### src/rtl/vga_timing_gen.sv
// Free-running VGA raster timing generator: pixel coordinates, syncs, blanking and frame pulse.
// Define VGA_TEST_PATTERN_EN to drive 8 vertical colour bars on rgb; otherwise rgb is tied to zero.
module vga_timing_gen #(
    parameter int H_VISIBLE = 800,
    parameter int H_FRONT   = 40,
    parameter int H_SYNC    = 128,
    parameter int H_BACK    = 88,
    parameter int V_VISIBLE = 600,
    parameter int V_FRONT   = 1,
    parameter int V_SYNC    = 4,
    parameter int V_BACK    = 23,
    parameter bit SYNC_POL  = 1'b1
) (
    input  logic        clk,
    input  logic        rst,
    input  logic        en,
    output logic [10:0] hcount,
    output logic [10:0] vcount,
    output logic        hsync,
    output logic        vsync,
    output logic        hblnk,
    output logic        vblnk,
    output logic        blnk,
    output logic        frame_start,
    output logic [15:0] frame_cnt,
    output logic [23:0] rgb
);

    localparam int H_TOTAL = H_VISIBLE + H_FRONT + H_SYNC + H_BACK;
    localparam int V_TOTAL = V_VISIBLE + V_FRONT + V_SYNC + V_BACK;

    localparam logic [10:0] H_LAST       = 11'(H_TOTAL - 1);
    localparam logic [10:0] V_LAST       = 11'(V_TOTAL - 1);
    localparam logic [10:0] H_VIS        = 11'(H_VISIBLE);
    localparam logic [10:0] V_VIS        = 11'(V_VISIBLE);
    localparam logic [10:0] H_SYNC_START = 11'(H_VISIBLE + H_FRONT);
    localparam logic [10:0] H_SYNC_END   = 11'(H_VISIBLE + H_FRONT + H_SYNC);
    localparam logic [10:0] V_SYNC_START = 11'(V_VISIBLE + V_FRONT);
    localparam logic [10:0] V_SYNC_END   = 11'(V_VISIBLE + V_FRONT + V_SYNC);

    logic [10:0] r_hcount;
    logic [10:0] r_vcount;
    logic        r_hsync;
    logic        r_vsync;
    logic        r_hblnk;
    logic        r_vblnk;
    logic        r_blnk;
    logic        r_frame_start;
    logic [15:0] r_frame_cnt;

    logic        w_h_wrap;
    logic        w_v_wrap;
    logic        w_frame_wrap;
    logic [10:0] w_h_next;
    logic [10:0] w_v_next;
    logic        w_hsync_next;
    logic        w_vsync_next;
    logic        w_hblnk_next;
    logic        w_vblnk_next;
    logic        w_blnk_next;

    // Every decoded output is derived from the next position so it lines up with the counters.
    // NOTE: combinational outputs get a default before any conditional update, so no latch is inferred.
    always_comb begin
        w_h_wrap     = (r_hcount == H_LAST);
        w_v_wrap     = (r_vcount == V_LAST);
        w_frame_wrap = w_h_wrap && w_v_wrap;
        w_h_next     = w_h_wrap ? 11'd0 : r_hcount + 11'd1;
        w_v_next     = r_vcount;
        if (w_h_wrap) begin
            w_v_next = w_v_wrap ? 11'd0 : r_vcount + 11'd1;
        end
        w_hsync_next = ((w_h_next >= H_SYNC_START) && (w_h_next < H_SYNC_END)) ? SYNC_POL : ~SYNC_POL;
        w_vsync_next = ((w_v_next >= V_SYNC_START) && (w_v_next < V_SYNC_END)) ? SYNC_POL : ~SYNC_POL;
        w_hblnk_next = (w_h_next >= H_VIS);
        w_vblnk_next = (w_v_next >= V_VIS);
        w_blnk_next  = w_hblnk_next || w_vblnk_next;
    end

    // NOTE: sequential state uses non-blocking assignments so all registers update from the same old values.
    always_ff @(posedge clk or negedge rst) begin
        if (!rst) begin
            r_hcount      <= '0;
            r_vcount      <= '0;
            r_hsync       <= ~SYNC_POL;
            r_vsync       <= ~SYNC_POL;
            r_hblnk       <= 1'b0;
            r_vblnk       <= 1'b0;
            r_blnk        <= 1'b0;
            r_frame_start <= 1'b0;
            r_frame_cnt   <= '0;
        end else if (en) begin
            r_hcount      <= w_h_next;
            r_vcount      <= w_v_next;
            r_hsync       <= w_hsync_next;
            r_vsync       <= w_vsync_next;
            r_hblnk       <= w_hblnk_next;
            r_vblnk       <= w_vblnk_next;
            r_blnk        <= w_blnk_next;
            r_frame_start <= w_frame_wrap;
            if (w_frame_wrap) begin
                r_frame_cnt <= r_frame_cnt + 16'd1;
            end
        end
    end

`ifdef VGA_TEST_PATTERN_EN
    localparam int BAR_W = H_VISIBLE / 8;

    logic [2:0]  w_bar;
    logic [23:0] w_rgb_next;
    logic [23:0] r_rgb;

    function automatic logic [23:0] bar_colour(input logic [2:0] idx);
        case (idx)
            3'd0:    bar_colour = 24'hFFFFFF;
            3'd1:    bar_colour = 24'hFFFF00;
            3'd2:    bar_colour = 24'h00FFFF;
            3'd3:    bar_colour = 24'h00FF00;
            3'd4:    bar_colour = 24'hFF00FF;
            3'd5:    bar_colour = 24'hFF0000;
            3'd6:    bar_colour = 24'h0000FF;
            default: bar_colour = 24'h000000;
        endcase
    endfunction

    // Threshold compare instead of a divider: the bar index is the count of boundaries passed.
    always_comb begin
        w_bar = 3'd0;
        for (int k = 1; k < 8; k++) begin
            if (w_h_next >= 11'(k * BAR_W)) begin
                w_bar = 3'(k);
            end
        end
        w_rgb_next = w_blnk_next ? 24'h000000 : bar_colour(w_bar);
    end

    always_ff @(posedge clk or negedge rst) begin
        if (!rst) begin
            r_rgb <= '0;
        end else if (en) begin
            r_rgb <= w_rgb_next;
        end
    end

    assign rgb = r_rgb;
`else
    assign rgb = 24'h000000;
`endif

    assign hcount      = r_hcount;
    assign vcount      = r_vcount;
    assign hsync       = r_hsync;
    assign vsync       = r_vsync;
    assign hblnk       = r_hblnk;
    assign vblnk       = r_vblnk;
    assign blnk        = r_blnk;
    assign frame_start = r_frame_start;
    assign frame_cnt   = r_frame_cnt;

`ifndef SYNTHESIS
    // The 11-bit counters cannot represent totals beyond 2048.
    a_total_fits : assert property (@(posedge clk) (H_TOTAL <= 2048) && (V_TOTAL <= 2048))
        else $error("vga_timing_gen: H_TOTAL=%0d or V_TOTAL=%0d exceeds 2048", H_TOTAL, V_TOTAL);
`endif

endmodule

### config.mk
export PLATFORM = sky130hd
export DESIGN_NAME = vga_timing_gen
export DESIGN_NICKNAME = d
export VERILOG_FILES = /design/src/rtl/vga_timing_gen.sv
export SDC_FILE = /design/constraint.sdc
export NUM_CORES = 1
export LEC_CHECK = 0
export CAP_MARGIN = 20
export CORE_MARGIN = 3
export CORE_UTILIZATION = 40
export CTS_CLUSTER_SIZE = 20
export DETAILED_ROUTE_END_ITERATION = 8
export PLACE_DENSITY_LB_ADDON = 0.2
export SYNTH_ARGS = -nofsm -noshare
export SYNTH_HDL_FRONTEND = slang
export SYNTH_SLANG_ARGS = --single-unit
### constraint.sdc
create_clock -name clk -period 3.1 [get_ports clk]
set_clock_uncertainty 0.05 [all_clocks]
set_input_delay 0.775 -clock clk [delete_from_list [all_inputs] [get_ports clk]]
set_output_delay 0.775 -clock clk [all_outputs]
set_load 0.05 [all_outputs]
==> run metrics, run 1 <==
critical path startpoint vcount[2]$_DFFE_PN0P_; Crit Path Class reg -> out; CTS Hold Buffers Added 0; leak pwr 0.00141 uW; fin crit period 2.66 ns; crit path capture type output port; Worst EP required 2.27 ns; Mapped Avg Cell Area 9.10 um2; largest net degree at the start of global routing 45; Slew Limit Fails 0; Register Area 1100 um2; WP buf/inv 1; Hold Crit Class in -> async; die width 89.6 um; Routability Congestion 0.882; Final HPWL DP 4420 um; Routed WL 5930 um; Fillers 647; post-CTS setup buffer count 0; total clock sinks 44; Rel. slew slack 66.1%; worst-path maximum fanout 14; DRT antenna net count 0; total of max-cap violations 0; CP cell instances clkdlybuf4s50_1; Least-Margin Pin Slew 0.507 ns; FF-to-FF path depth 6; core footprint 6570 um2; hold_ws 0.322 ns; CP Launch Type flop; critical path data arrival time 1.83 ns; port buffer count 46; 1st-pass router iterations 4; ys flop type dfrtp_1; Mapped Area 2800 um2; clk slew on worst S/H paths 0.09 ns; vias per cell 5.05; # H-tree levels 2; critical path's slowest cell clkdlybuf4s50_1; Final period util 85.8%; FF-to-FF End frame_cnt[1]$_DFFE_PN0P_; fmax 0.376 GHz; run status finished clean; CP delay by family, top buffers and inverters; area of the multi-input gates 1480 um2; wire per inst 13.4 um; RSZ-0062 raised after global routing false; die area 8030 um2; GRT overflow 0; CTS tree yes; CTS Buffer Depth 2; n_diodes 0; r2r setup slk 0.45 ns; Yosys warning total 0; initial DRC count 93; vias in the first global route 2076; Global Route Usage Sum 15.5%; antenna violations before repair 0; via count 2230; CP max stage delay 0.90 ns; count of cell types in the netlist 56; Setup TNS 0 ns; first-pass GRT wire length 9800 um; Clk Latency, worst-skew pair 0.30 ns; Finished Core Util 51.1%; P&R area growth vs syn 20.1%; share of cells above drive strength 1 9.17%; Mapped Cells 307; register bit total from synthesis 44; Final setup viols 0; CP endpoint vcount[2]; Clock Tree Root clkbuf_8; Worst R2R Start hcount[0]$_DFFE_PN0P_; CTS Buf Count 5; final hold violation count 0; pwr dens 506 nW/um2; Initial Utilization 42.6%; Final #Nets 354; Crit. path cell count 1; # rows 29; share of flip-flops with an asynchronous set or reset 100%; # resized after CTS 0; die extent in y 89.6 um; part of the Yosys area used for sequential elements 39.4%; maximum vdd drop 0.193 mV; # IOs 71; EDFF count, synth 0; DRC 0
==> report_power, final <==
part	total (uW)	internal (uW)	switching, uW	leakage (uW)
registers	719	619	100	0.000578
clock network	451	243	208	0.0000548
logic	528	164	364	0.000781
==> per-layer routing <==
metal,up-vias,share of wire [%],track usage (%)
met4,0,0.67,3.38
met5,-,0,0
met3,4,5.7,3.56
li1,1111,-,-
met2,65,46,24.1
met1,1050,47,22.0
==> layout make-up <==
cell class | instances | area share [%]
repair buffers | 51 | 15.1
flip-flops and latches | 44 | 32.8
well taps | 93 | 3.46
inverters | 12 | 1.34
clock buffers | 5 | 2.05
clock inverters | 3 | 1.38
multi-input cells | 234 | 43.9
==> state kept, by name (all words and copies together), names as in the netlist <==
name,flops
vsync,1
hblnk,1
frame_start,1
hsync,1
vcount,11
blnk,1
hcount,11
frame_cnt,16
vblnk,1
==> kinds of logic (layout without fill, tap and decap cells) <==
kind of cell	Yosys count	count (layout)	share of synthesized area, %
AND/OR/NAND/NOR	119	119	24.4
AO/OA/AOI/OAI	57	57	13.7
buffers and inverters	52	71	10.9
flip-flops	44	44	39.4
XOR/XNOR	27	27	8.46
multiplexers	4	4	1.57
adder cells (fa/ha/maj)	3	3	1.34
other	1	24	0.134
==> worst min-delay path by stage <==
stage,start,endpoint,slack [ns]
final,rst,hcount[9]$_DFFE_PN0P_,0.32
after floorplan,rst,blnk$_DFFE_PN0P_,0.43
after global routing,rst,hblnk$_DFFE_PN0P_,0.33
after global placement,frame_cnt[15]$_DFFE_PN0P_,frame_cnt[15]$_DFFE_PN0P_,0.41
after CTS,frame_cnt[15]$_DFFE_PN0P_,frame_cnt[15]$_DFFE_PN0P_,0.42
after detailed placement,frame_cnt[15]$_DFFE_PN0P_,frame_cnt[15]$_DFFE_PN0P_,0.41
==> worst register-to-register path, cell delays in order (launching register included) <==
cell,delay (ns)
dfrtp_1,0.43
ha_1,0.35
and4_1,0.48
and3_1,0.47
nand2_1,0.21
nor2_1,0.22
mux2_1,0.34
==> synthesized netlist by cell type, types with 2 or more instances <==
library cell   n  area (um2)
a211oi_1       3        22.5
a21oi_1        8        40.0
a31oi_1        2        12.5
a41oi_1        3        26.3
and2_1         5        31.3
and3_1         9        56.3
buf_1          2        7.51
buf_2          6        30.0
buf_4         25         188
clkbuf_1       5        18.8
dfrtp_1       44        1100
ha_1           3        37.5
inv_1         11        41.3
mux2_2         2        22.5
nand2_1       24        90.1
nand2b_1       2        12.5
nand3_1       13        65.1
nand4_1        7        43.8
nand4_4        2        42.5
nor2_1        30         113
nor3_1         7        35.0
nor3_2         4        40.0
nor3b_1        2        15.0
nor4_1         2        12.5
o211ai_1       7        52.6
o21ai_0       18        90.1
o31ai_1        6        45.0
o41ai_1        2        17.5
xnor2_1       14         123
xor2_1        13         114
==> layout by cell type, fill, tap and decap left out, drive strengths merged, types with 5 or more instances in the layout <==
master	instances
clkdlybuf4s50	45
buf	6
nor3	11
nand4	10
o31ai	6
nand2	24
nand3	14
o21ai	18
xnor2	14
conb	24
and2	5
xor2	13
dfrtp	44
inv	12
and3	9
a21oi	8
nor2	32
o211ai	7
clkbuf	5
==> stage by stage <==
step | setup WS [ns] | total power, uW | area (um2) | std cells
final | 0.440 | 1700 | 3360 | 442
after global routing | 0.203 | 1790 | 3360 | 442
after CTS | 0.432 | 1710 | 3340 | 441
after detailed placement | 0.453 | 1260 | 3220 | 433
after global placement | 0.566 | 1260 | 3220 | 433
after floorplan | 0.566 | 1140 | 2880 | 330
(Power assumes the default switching activity.)
==> run 2: changes to the inputs <==
SLEW_MARGIN = 20   (was default)
==> run 2 against run 1 <==
Cell area fell by 0.52%; critical path type is now reg -> reg; largest power group unchanged; worst setup slack gained 0.0034 ns; clock power about the same; sequential cell count did not move; utilization decreased by 0.27 points.
==> run metrics, run 2 (synthesized netlist as in run 1, its figures left out) <==
run status finished clean; critical path's slowest cell and4_1; CP cell instances ha_1, and4_1, and3_1, nand2_1, nor2_1, mux2_1; non-filler instance count after layout 441; initial DRC count 122; CTS tree yes; die extent in y 89.6 um; Final #Nets 353; most frequent cells in the layout clkdlybuf4s50_1, dfrtp_1, nor2_1, nand2_1, conb_1; Routed WL 5920 um; total clock sinks 44; total of max-cap violations 0; RSZ-0062 raised after global routing false; clk slew on worst S/H paths 0.09 ns; vias in the first global route 2076; # H-tree levels 2; Routability Congestion 0.882; final hold violation count 0; CTS Buf Count 5; max reg flops 16; top layer in use met4; leak pwr 0.00141 uW; # resized after CTS 0; fmax 0.376 GHz; 1st-pass router iterations 4; port buffer count 46; Global Route Usage Sum 15.5%; DRC 0; die area 8030 um2; maximum vdd drop 0.192 mV; # IOs 71; die width 89.6 um; CP Launch Type flop; DRT antenna net count 0; critical path data arrival time 2.79 ns; met2 WL 2750 um; GRT overflow 0; placed insts 433; # rows 29; Crit Path Class reg -> reg; share of cells above drive strength 1 8.91%; Setup TNS 0 ns; Final period util 85.7%; pwr dens 507 nW/um2; n_diodes 0; Slew Limit Fails 0; wire per inst 13.4 um; Final setup viols 0; CP max stage delay 0.48 ns; most common cell after layout, fill and taps aside clkdlybuf4s50_1; Least-Margin Pin Slew 0.554 ns; Clock Tree Root clkbuf_8; fin crit period 2.66 ns; post-CTS setup buffer count 0; Hold Crit Class reg -> reg; first-pass GRT wire length 9800 um; Initial Utilization 42.6%; Clk Latency, worst-skew pair 0.29 ns; P&R area growth vs syn 19.5%; vias per cell 5.07; CTS Buffer Depth 2; largest net degree at the start of global routing 45; M1 wire length 2780 um; via count 2236; Total Power 1690 uW; Rel. slew slack 63.1%; Fillers 648; Worst EP required 3.23 ns; routed wl met3 353 um; worst-path maximum fanout 12; CTS Hold Buffers Added 0; core footprint 6570 um2; antenna violations before repair 0; crit path capture type flop; Final HPWL DP 4420 um
## run 2: cell count changes in the layout (fill, tap and decap cells not counted)
cell and delta:
buf_12 -1, buf_2 -1, buf_4 +1
## run 2: critical path, delay by kind of cell (launching register included)
family | cells | cell delay (ns)
muxes | 1 | 0.34
adders and majority gates | 1 | 0.35
and+or+nand+nor | 4 | 1.38
DFF | 1 | 0.43
## run 2: layer usage
| metal | vias up | GRT usage (%) |
|---|---|---|
| li1 | 1107 | - |
| met1 | 1052 | 22.0 |
| met2 | 73 | 24.1 |
| met3 | 4 | 3.56 |
| met4 | 0 | 3.38 |
| met5 | - | 0 |
## run 2: stage by stage
stage          cell area [um2]  setup slack (ns)  utilization (%)  hold slack [ns]
6_report                  3340             0.444             50.9            0.415
3_5_place_dp              3220             0.453             49.1            0.412
3_3_place_gp              3220             0.566             49.1            0.407
5_1_grt                   3340             0.203             50.9            0.449
4_1_cts                   3340             0.432             50.8            0.425
2_1_floorplan             2880             0.566                -            0.429
## run 2: final timing paths
check	from	endpoint	slack, ns	cells after the start
worst max-delay path	hcount[0]$_DFFE_PN0P_	frame_cnt[1]$_DFFE_PN0P_	0.44	6
worst min-delay path	frame_cnt[15]$_DFFE_PN0P_	frame_cnt[15]$_DFFE_PN0P_	0.41	1
worst max register to register	hcount[0]$_DFFE_PN0P_	frame_cnt[1]$_DFFE_PN0P_	0.44	6
worst min register to register	frame_cnt[15]$_DFFE_PN0P_	frame_cnt[15]$_DFFE_PN0P_	0.41	1
max in group asynchronous	rst	vcount[10]$_DFFE_PN0P_	2.21	1
min in group asynchronous	rst	hcount[9]$_DFFE_PN0P_	0.42	1
## run 2: area by class of cell
type	count	area, um2	share of cell area (%)
Multi-Input combinational cell	234	1480	44.2
Sequential cell	44	1100	33.0
Timing Repair Buffer	50	488	14.6
Tap cell	93	116	3.48
Clock buffer	5	68.8	2.06
Clock inverter	3	46.3	1.39
Inverter	12	45.0	1.35
## run 2: power breakdown
group	total [uW]	switching, uW	internal (uW)
Sequential	719	101	618
Combinational	525	363	162
Clock	450	207	243
==> run 3: changes to the inputs <==
CORE_UTILIZATION = 45   (was 40)
==> run 3 against run 2 <==
Cell area decreased by 1.6%; fmax shrank 2.9%; register-to-register slack got worse by 0.08 ns; sequential share of layout area grew 0.53 points; clock-buffer cell count rose by 1; wire length grew 0.14%; sequential power up 0.6%; total power down 0.23%; worst hold slack about the same; critical path type unchanged; largest power group unchanged.
==> run metrics, run 3 (synthesized netlist as in run 1, its figures left out) <==
run status finished clean; RSZ-0062 raised after global routing false; # IOs 71; Slew Limit Fails 0; DRC 0; hold_ws 0.415 ns; Rel. slew slack 63.2%; CTS Hold Buffers Added 0; Final setup viols 0; fmax 0.365 GHz; CP cell instances ha_1, and4_1, and3_1, a41oi_1, o31ai_1, a31oi_1; # rows 28; crit path capture type flop; Final #Nets 350; pwr dens 514 nW/um2; die area 7190 um2; CTS Buf Count 5; Setup TNS 0 ns; most common cell after layout, fill and taps aside clkdlybuf4s50_1; Final period util 88.3%; leak pwr 0.00139 uW; maximum vdd drop 0.462 mV; clock share of power 26.0%; CP Launch Type flop; CTS tree yes; Worst EP required 3.22 ns; Hold Startpoint frame_cnt[15]$_DFFE_PN0P_; WHS Path Cells 1; via count 2261; wire per inst 14.1 um; Fillers 578; Clk Latency, worst-skew pair 0.29 ns; core footprint 5960 um2; share of cells above drive strength 1 7.83%; setup ws final 0.363 ns; # resized after CTS 0; antenna violations before repair 0; vias per cell 5.38; Pint 1020 uW; largest net degree at the start of global routing 45; FF-to-FF path depth 6; critical path startpoint hcount[0]$_DFFE_PN0P_; non-filler instance count after layout 420; GRT overflow 0; vias in the first global route 2125; Global Route Usage Sum 17.3%; Final HPWL DP 4330 um; fin area 3290 um2; placed insts 412; Worst R2R Start hcount[0]$_DFFE_PN0P_; most frequent cells in the layout clkdlybuf4s50_1, dfrtp_1, nor2_1, nand2_1, conb_1; Setup WS pre-CTS 0.409 ns; P&R area growth vs syn 17.6%; final hold violation count 0; placed cell area 3180 um2; worst-path maximum fanout 12; combinational power share 31.2%; Least-Margin Pin Slew 0.553 ns; Reg power frac 42.8%; initial DRC count 127; total clock sinks 44; port buffer count 46; max reg flops 16; CP max stage delay 0.50 ns; n_diodes 0; Routability Congestion 0.864; Clock Tree Root clkbuf_8; Sw Pwr 672 uW; die width 84.8 um; Initial Utilization 46.9%; Sw Ratio 39.8%; die extent in y 84.8 um; fin crit period 2.74 ns; # H-tree levels 2; first-pass GRT wire length 10300 um; post-CTS setup buffer count 0; critical path's slowest cell and4_1; critical path data arrival time 2.86 ns; CTS Buffer Depth 2; Crit Path Class reg -> reg; Routed WL 5930 um; DRT antenna net count 0; clk slew on worst S/H paths 0.09 ns; Hold Crit Class reg -> reg; 1st-pass router iterations 4; total of max-cap violations 0
[run 3: cell count changes in the layout (fill, tap and decap cells not counted)]
cell        previous run  this run
clkbuf_1               0         1
inv_6                  1         0
buf_4                  5         2
clkinv_2               0         1
clkinvlp_4             1         0
[run 3: critical path, delay by kind of cell (launching register included)]
kind	cells	cell delay [ns]
flops	1	0.43
compound gates	3	0.80
fa+ha+maj	1	0.35
simple gates	2	0.99
[run 3: worst paths after layout]
check                                       endpoint  slack (ns)
setup / recovery                    blnk$_DFFE_PN0P_        0.36
hold / removal             frame_cnt[15]$_DFFE_PN0P_        0.41
setup reg to reg                    blnk$_DFFE_PN0P_        0.36
hold reg to reg            frame_cnt[15]$_DFFE_PN0P_        0.41
max in group asynchronous          vblnk$_DFFE_PN0P_        2.21
min in group asynchronous   frame_cnt[2]$_DFFE_PN0P_        0.42
[run 3: power groups by stage]
stage	Sequential [uW]	Combinational, uW	Clock (uW)
final	723	528	440
after global routing	736	563	481
after CTS	722	527	455
after detailed placement	732	525	0
after global placement	729	525	0
after floorplan	830	310	0
[run 3: layout make-up]
cell class | instances | area (um2) | area share [%]
clock buffer | 6 | 72.6 | 2.21
clock inverter | 2 | 35.0 | 1.07
inverter | 12 | 45.0 | 1.37
multi-input combinational | 234 | 1480 | 44.9
sequential | 44 | 1100 | 33.5
tap | 75 | 93.8 | 2.85
timing repair buffer | 47 | 465 | 14.2
[run 3: through the flow]
stage | total power (uW) | utilization, %
3_5_place_dp | 1260 | 53.4
4_1_cts | 1700 | 55.2
2_1_floorplan | 1140 | -
6_report | 1690 | 55.2
5_1_grt | 1780 | 55.2
3_3_place_gp | 1250 | 53.4
[run 3: metal layers]
| layer | vias to the layer above | GRT usage (%) | share of wire [%] | wire length [um] |
|---|---|---|---|---|
| met5 | - | 0 | 0 | 0 |
| met2 | 77 | 26.0 | 45 | 2680 |
| li1 | 1104 | - | - | - |
| met3 | 5 | 3.40 | 5.9 | 349 |
| met1 | 1075 | 25.9 | 48 | 2850 |
| met4 | 0 | 3.74 | 0.86 | 51 |
